==> config.mk <==
export PLATFORM = sky130hd
export DESIGN_NAME = id_ex_pipe_reg
export DESIGN_NICKNAME = d
export VERILOG_FILES = /design/src/rtl/id_ex_pipe_reg.sv
export SDC_FILE = /design/constraint.sdc
export NUM_CORES = 1
export LEC_CHECK = 0
export ABC_AREA = 1
export CAP_MARGIN = 20
export CORE_MARGIN = 1.5
export CORE_UTILIZATION = 44
export DETAILED_ROUTE_END_ITERATION = 10
export PLACE_DENSITY = 0.95
export RECOVER_POWER = 100
export SLEW_MARGIN = 20
export SYNTH_ARGS = -nofsm -noshare
export SYNTH_HDL_FRONTEND = slang
export SYNTH_SLANG_ARGS = --single-unit
==> constraint.sdc <==
create_clock -name clk -period 2.64 [get_ports clk]
set_input_delay 0.528 -clock clk [delete_from_list [all_inputs] [get_ports clk]]
set_output_delay 0.528 -clock clk [all_outputs]
set_load 0.05 [all_outputs]
==> src/rtl/id_ex_pipe_reg.sv <==
// ID->EX pipeline register with valid/ready handshake, flush and NOP bubble insertion.
// Define ID_EX_SKID_EN to add a 1-entry skid buffer that registers in_ready_o.
module id_ex_pipe_reg #(
    parameter int              XLEN     = 32,
    parameter int              RADDR_W  = 5,
    parameter logic [XLEN-1:0] NOP_INST = 32'h00000013
) (
    input  logic               clk,
    input  logic               rst,
    input  logic               flush_i,
    input  logic               in_valid_i,
    output logic               in_ready_o,
    input  logic [XLEN-1:0]    inst_i,
    input  logic [XLEN-1:0]    inst_addr_i,
    input  logic [XLEN-1:0]    rs1_data_i,
    input  logic [XLEN-1:0]    rs2_data_i,
    input  logic [RADDR_W-1:0] rd_addr_i,
    input  logic               rd_wen_i,
    output logic               out_valid_o,
    input  logic               out_ready_i,
    output logic [XLEN-1:0]    inst_o,
    output logic [XLEN-1:0]    inst_addr_o,
    output logic [XLEN-1:0]    rs1_data_o,
    output logic [XLEN-1:0]    rs2_data_o,
    output logic [RADDR_W-1:0] rd_addr_o,
    output logic               rd_wen_o
);

    localparam int PW = 4 * XLEN + RADDR_W + 1;

    logic               out_valid;
    logic               load;
    logic               src_valid;
    logic [PW-1:0]      in_payload;
    logic [PW-1:0]      src_payload;
    logic [XLEN-1:0]    src_inst;
    logic [XLEN-1:0]    src_addr;
    logic [XLEN-1:0]    src_rs1;
    logic [XLEN-1:0]    src_rs2;
    logic [RADDR_W-1:0] src_rd;
    logic               src_wen;

    assign load        = ~out_valid | out_ready_i;
    assign in_payload  = {inst_i, inst_addr_i, rs1_data_i, rs2_data_i, rd_addr_i, rd_wen_i};
    assign {src_inst, src_addr, src_rs1, src_rs2, src_rd, src_wen} = src_payload;
    assign out_valid_o = out_valid;

`ifdef ID_EX_SKID_EN
    logic          skid_valid;
    logic [PW-1:0] skid_data;

    // While the skid holds an entry it is the older one, so it always feeds the output first.
    assign in_ready_o  = ~skid_valid;
    assign src_valid   = skid_valid | in_valid_i;
    assign src_payload = skid_valid ? skid_data : in_payload;

    always_ff @(posedge clk) begin
        if (rst) begin
            skid_valid <= 1'b0;
            skid_data  <= '0;
        end else if (flush_i) begin
            skid_valid <= 1'b0;
        end else if (skid_valid) begin
            if (load) begin
                skid_valid <= 1'b0;
            end
        end else if (in_valid_i && !load) begin
            skid_valid <= 1'b1;
            skid_data  <= in_payload;
        end
    end
`else
    assign in_ready_o  = load;
    assign src_valid   = in_valid_i;
    assign src_payload = in_payload;
`endif

    always_ff @(posedge clk) begin
        if (rst) begin
            out_valid   <= 1'b0;
            inst_o      <= NOP_INST;
            inst_addr_o <= '0;
            rs1_data_o  <= '0;
            rs2_data_o  <= '0;
            rd_addr_o   <= '0;
            rd_wen_o    <= 1'b0;
        end else if (flush_i) begin
            out_valid <= 1'b0;
            inst_o    <= NOP_INST;
            rd_wen_o  <= 1'b0;
        end else if (load) begin
            if (src_valid) begin
                out_valid   <= 1'b1;
                inst_o      <= src_inst;
                inst_addr_o <= src_addr;
                rs1_data_o  <= src_rs1;
                rs2_data_o  <= src_rs2;
                rd_addr_o   <= src_rd;
                rd_wen_o    <= src_wen;
            end else begin
                // Bubble: the operand fields keep stale values, only the control side is cleared.
                out_valid <= 1'b0;
                inst_o    <= NOP_INST;
                rd_wen_o  <= 1'b0;
            end
        end
    end

endmodule
==> results of run 1 <==
-- layout by cell type, fill, tap and decap left out --
cell	count
dlygate4sd3_1	136
nor2_2	1
clkbuf_2	3
nand2_1	135
clkdlybuf4s50_1	137
a21oi_1	132
clkbuf_1	3
clkbuf_4	2
o21ai_0	1
nand3_1	133
clkbuf_8	6
clkinvlp_4	1
dfxtp_1	135
buf_12	3
clkbuf_16	17
bufinv_16	1
clkinv_4	1
nor2_1	104
inv_1	104
inv_2	2
nor2_4	1
buf_4	5
clkinv_2	4
nand2_4	1
-- logic make-up after synthesis --
family                 after synthesis
AND/OR/NAND/NOR                    375
flip-flops                         135
buffers and inverters              174
AO/OA/AOI/OAI                      133
-- layer usage --
metal | GRT usage (%) | wire length, um
met1 | 26.0 | 6530
met2 | 43.5 | 8860
met3 | 8.10 | 1410
met4 | 12.7 | 693
met5 | 0 | 0
-- power by group --
group | total, mW | internal (mW) | leakage [nW] | switching [mW]
clock network | 2.29 | 1.44 | 0.289 | 0.844
registers | 2.22 | 2.16 | 1.11 | 0.0590
logic | 1.23 | 0.463 | 2.90 | 0.763
total | 5.73 | 4.06 | 4.30 | 1.67
-- worst register-to-register path, cell delays in order (launching register included) --
cell	delay, ns
dfxtp_1	0.44
inv_1	0.09
nor2_2	0.07
clkbuf_1	1.01
nand2_1	0.18
a21oi_1	0.26
-- cell usage after synthesis --
cell type    n
a21oi_1    132
buf_1        4
buf_2       45
buf_4        2
clkbuf_1    17
dfxtp_1    135
inv_1      105
inv_2        1
nand2_1    136
nand3_1    133
nor2_1     105
nor2_2       1
o21ai_0      1
-- cell type report --
type / count / area, um^2
clock buffer: 25 / 515
inverter: 106 / 398
tap: 172 / 215
multi-input combinational: 508 / 2260
clock inverter: 7 / 66.3
timing repair buffer: 287 / 2860
fill: 928 / 3550
sequential: 135 / 2700
-- flip-flops by register name, indices dropped and copies added, names as in the netlist --
name / count
inst_addr_o: 32
inst_o: 32
rs1_data_o: 32
rs2_data_o: 32
rd_addr_o: 5
out_valid_o: 1
rd_wen_o: 1
-- stage by stage --
step	total power, mW	cells
2_1_floorplan	3.01	817
3_3_place_gp	3.50	1208
3_5_place_dp	3.53	1208
4_1_cts	5.81	1240
5_1_grt	5.94	1240
6_report	5.73	1240
-- worst paths after layout --
| kind | start | end | slack [ns] | depth (start not counted) |
|---|---|---|---|---|
| max | out_ready_i | inst_o[5] | 0.32 | 5 |
| min | inst_o[31] | inst_o[31] | 0.46 | 2 |
| max reg2reg | out_valid_o | inst_o[5] | 0.51 | 5 |
| min reg2reg | inst_o[31] | inst_o[31] | 0.46 | 2 |
==> impl_metrics.env, run 1 <==
export IMPL_post_place_ws_ns=0.472
export IMPL_path_clk_slew_ns=0.06
export IMPL_worst_pin_slew_ns=1.38
export IMPL_vias_per_cell=4.93
export IMPL_drt_iter0_drc=476
export IMPL_synth_xor_area_share_pct=0
export IMPL_grt_max_degree=113
export IMPL_grtUsageTotal_pct=24.5
export IMPL_leakage_nw=4.30
export IMPL_crit_type="primary input to register"
export IMPL_wire_per_inst_um=14.1
export IMPL_timing_fmax_ghz=0.431
export IMPL_synthCells=817
export IMPL_setup_viol=0
export IMPL_rsz0062_at_grt="false"
export IMPL_start_util_pct=45.0
export IMPL_synth_area_mux_share_pct=0
export IMPL_post_route_util_pct=71.8
export IMPL_insertion_delay_ns=0.41
export IMPL_ir_drop_uv=359
export IMPL_cts_tree="built"
export IMPL_core_um2=12600
export IMPL_ys_warnings_count=0
export IMPL_yosysTopAreaCellShare_pct=47.7
export IMPL_dp_hpwl_mm=11.8
export IMPL_slew_limit_headroom_pct=7.70
export IMPL_synth_seq_cells=135
export IMPL_status="completed"
export IMPL_nNetsFinal=1194
export IMPL_path_buf_inv=2
export IMPL_antenna_found_initial=0
export IMPL_report_final_slew_viol_count=0
export IMPL_place_area_um2=8490
export IMPL_hold_slack_ns=0.461
export IMPL_fin_skew_ns=0.00486
export IMPL_die_y_um=116
export IMPL_clkSinkCount=135
export IMPL_dieArea_um2=13600
export IMPL_ios=275
export IMPL_clockRootBuffer="clkbuf_16"
export IMPL_timing_final_hold_violations=0
export IMPL_clockBufferDepth=2
export IMPL_antennaDiodeCount=0
export IMPL_synth_top_area_cell="dfxtp_1"
export IMPL_startpoint_type="primary input"
export IMPL_drt_pre_antenna_iters=5
export IMPL_crit_fanout=33
export IMPL_synth_top_family_by_area="simple AND/OR/NAND/NOR gates"
export IMPL_yosysUniqueCellTypes=13
export IMPL_period_needed_ns=2.32
export IMPL_setup_slack_ns=0.322
export IMPL_synth_nets=956
export IMPL_cts_repair_resized=0
export IMPL_io_buffers=274
export IMPL_synth_compound_area_share_pct=11.8
export IMPL_synth_area_leaders="dfxtp_1 (48%), nand3_1 (12%), a21oi_1 (12%)"
export IMPL_overflow=0
export IMPL_yosys_area_share_simple_pct=27.8
export IMPL_slowest_stage="clkbuf_1"
export IMPL_drv_cap=0
export IMPL_grt_pass1_wl_mm=25.9
export IMPL_totalWireLength_mm=17.5
export IMPL_synthAdderAreaFrac_pct=0
export IMPL_drcViolationCount=0
export IMPL_h_tree_depth=4
export IMPL_cp_required_ns=2.96
export IMPL_path_cells="dlygate4sd3_1, nor2_2, clkbuf_1, nand2_1, a21oi_1"
export IMPL_drive_above_1_share_pct=4.49
export IMPL_gp_congestion=0.773
export IMPL_ctsHoldBuffers=0
export IMPL_syn_cell_area_um2=5660
export IMPL_fin_tns_setup_ns=0
export IMPL_synth_area_per_cell_um2=6.93
export IMPL_post_cts_buffers=0
export IMPL_vias=6107
export IMPL_hp_class="register to register"
export IMPL_grt_pass1_vias=5438
export IMPL_areaGrowthSynthToFinish_pct=59.3
export IMPL_cp_arrival_ns=2.64
export IMPL_yosysSeqAreaShare_pct=47.7
export IMPL_period_share_pct=87.8
export IMPL_die_w_um=116
export IMPL_critPathCaptureType="register"
export IMPL_rows=41
export IMPL_drtAntennaViolNets=0
export IMPL_slowest_delay_ns=1.01
export IMPL_cts_inserted_buffers=17
export IMPL_crit_family="buffers and inverters"
export IMPL_p_per_area_nw_per_um2=635
export IMPL_final_cell_area_um2=9020
Power figures use the tool's default switching activity.
==> run 2, diff against run 1 <==
--- a/config.mk
+++ b/config.mk
@@ -8,9 +8,9 @@
 export ABC_AREA = 1
 export CAP_MARGIN = 20
 export CORE_MARGIN = 1.5
-export CORE_UTILIZATION = 44
+export CORE_UTILIZATION = 41
 export DETAILED_ROUTE_END_ITERATION = 10
-export PLACE_DENSITY = 0.95
+export PLACE_DENSITY = 0.91
 export RECOVER_POWER = 100
 export SLEW_MARGIN = 20
 export SYNTH_ARGS = -nofsm -noshare
==> constraint.sdc (replaced) <==
create_clock -name clk -period 2.24 [get_ports clk]
set_input_delay 0.448 -clock clk [delete_from_list [all_inputs] [get_ports clk]]
set_output_delay 0.448 -clock clk [all_outputs]
set_load 0.05 [all_outputs]
==> run 2 against run 1 <==
  * Utilization decreased by 3.7 points
  * Critical path depth shrank 4
  * Count of clock-buffer cells in the layout grew 3
  * Largest power group is now registers
  * Critical endpoint is now inst_addr_o[31]
==> impl_metrics.env, run 2 (synthesis results as in run 1) <==
export IMPL_cts_tree="built"
export IMPL_hp_class="register to register"
export IMPL_setup_viol=0
export IMPL_antenna_found_initial=0
export IMPL_overflow=0
export IMPL_cts_inserted_buffers=17
export IMPL_leakage_nw=4.33
export IMPL_insertion_delay_ns=0.41
export IMPL_crit_fanout=2
export IMPL_grt_max_degree=102
export IMPL_critPathCaptureType="output port"
export IMPL_gp_congestion=0.789
export IMPL_ctsHoldBuffers=0
export IMPL_path_clk_slew_ns=0.05
export IMPL_drv_cap=0
export IMPL_grt_pass1_wl_mm=26.2
export IMPL_drcViolationCount=0
export IMPL_core_um2=13300
export IMPL_grt_pass1_vias=5515
export IMPL_totalWireLength_mm=17.2
export IMPL_wire_per_inst_um=13.8
export IMPL_vias_per_cell=4.87
export IMPL_vias=6068
export IMPL_cts_repair_resized=0
export IMPL_dp_hpwl_mm=11.8
export IMPL_start_util_pct=42.4
export IMPL_clockRootBuffer="clkbuf_16"
export IMPL_drt_iter0_drc=357
export IMPL_cp_required_ns=1.79
export IMPL_mostFrequentLayoutCell="clkdlybuf4s50_1"
export IMPL_ios=275
export IMPL_comb_power_share_pct=21.8
export IMPL_ir_drop_uv=427
export IMPL_crit_type="register to output port"
export IMPL_report_final_slew_viol_count=0
export IMPL_crit_family="buffers and inverters"
export IMPL_status="completed"
export IMPL_clockBufferDepth=2
export IMPL_die_y_um=121
export IMPL_timing_fmax_ghz=0.471
export IMPL_layout_common_cells="clkdlybuf4s50_1 (137), dlygate4sd3_1 (136), nand2_1 (135), dfxtp_1 (135), nand3_1 (133)"
export IMPL_slowest_delay_ns=0.92
export IMPL_p_int_mw=4.74
export IMPL_p_seq_share_pct=39.3
export IMPL_num_fill_cells=1112
export IMPL_clkSinkCount=135
export IMPL_switching_share_pct=28.8
export IMPL_setup_slack_ns=0.118
export IMPL_grtUsageTotal_pct=22.7
export IMPL_worst_pin_slew_ns=1.04
export IMPL_path_cells="dlygate4sd3_1"
export IMPL_period_needed_ns=2.12
export IMPL_p_per_area_nw_per_um2=733
export IMPL_period_share_pct=94.7
export IMPL_slew_limit_headroom_pct=30.7
export IMPL_path_buf_inv=1
export IMPL_rsz0062_at_grt="false"
export IMPL_fin_tns_setup_ns=0
export IMPL_antennaDiodeCount=0
export IMPL_slowest_stage="dlygate4sd3_1"
export IMPL_post_place_ws_ns=0.255
export IMPL_timing_final_hold_violations=0
export IMPL_fin_skew_ns=0.00507
export IMPL_cp_arrival_ns=1.67
export IMPL_io_buffers=274
export IMPL_drtAntennaViolNets=0
export IMPL_drt_pre_antenna_iters=4
export IMPL_h_tree_depth=4
export IMPL_post_cts_buffers=0
export IMPL_drive_above_1_share_pct=4.20
export IMPL_startpoint_type="register"
export IMPL_p_switching_mw=1.92
export IMPL_areaGrowthSynthToFinish_pct=60.4
export IMPL_rows=42
export IMPL_pwr_share_clk_pct=39.0
export IMPL_die_w_um=121
export IMPL_nNetsFinal=1199
export IMPL_dieArea_um2=14500
-- run 2: cell types whose count changed in the layout (fill, tap and decap cells not counted), sizes merged --
cell | before | now
clkinvlp | 1 | 0
clkbuf | 31 | 34
clkinv | 5 | 2
bufinv | 1 | 0
buf | 8 | 13
-- run 2: final cells by class --
type / count / area, um^2 / share of cell area (%)
Clock buffer: 28 / 547 / 6.02
Multi-Input combinational cell: 508 / 2250 / 24.8
Tap cell: 176 / 220 / 2.42
Sequential cell: 135 / 2700 / 29.8
Inverter: 106 / 398 / 4.38
Clock inverter: 2 / 10.0 / 0.110
Timing Repair Buffer: 292 / 2950 / 32.5
-- run 2: final timing paths --
check / slack [ns] / to / cells after the start / from
worst max-delay path: 0.12 / inst_addr_o[31] / 1 / inst_addr_o[31]
worst min-delay path: 0.46 / inst_o[14] / 2 / inst_o[14]
worst max register to register: 0.58 / rd_addr_o[4] / 5 / out_valid_o
worst min register to register: 0.46 / inst_o[14] / 2 / inst_o[14]
-- run 2: layer usage --
metal | track usage, % | up-vias | share of wire [%]
li1 | - | 3059 | -
met1 | 24.5 | 2747 | 39
met2 | 40.7 | 217 | 51
met3 | 6.42 | 45 | 6.5
met4 | 11.0 | 0 | 3.1
met5 | 0 | - | 0
-- run 2: power by group through the flow --
stage	Sequential [mW]	Combinational (mW)	Clock, mW
2_1_floorplan	3.15	0.393	0
3_3_place_gp	2.66	1.48	0
3_5_place_dp	2.67	1.50	0
4_1_cts	2.62	1.51	2.63
5_1_grt	2.63	1.54	2.74
6_report	2.62	1.45	2.59
-- run 2: metrics by stage --
step	power, mW	area (um^2)	util [%]	hold slack [ns]	cells
6_report	6.66	9080	68.0	0.464	1247
3_5_place_dp	4.17	8550	64.1	0.460	1217
3_3_place_gp	4.14	8550	64.1	0.452	1217
4_1_cts	6.76	9110	68.3	0.469	1247
5_1_grt	6.92	9080	68.0	0.481	1247
2_1_floorplan	3.55	5660	-	0.574	817
==> run 3, diff against run 2 <==
--- a/config.mk
+++ b/config.mk
@@ -10,6 +10,7 @@
 export CORE_MARGIN = 1.5
 export CORE_UTILIZATION = 41
 export DETAILED_ROUTE_END_ITERATION = 10
+export HOLD_SLACK_MARGIN = 0.1
 export PLACE_DENSITY = 0.91
 export RECOVER_POWER = 100
 export SLEW_MARGIN = 20
==> results of run 3 <==
Final layout, timing and power as in run 2 (identical DEF).
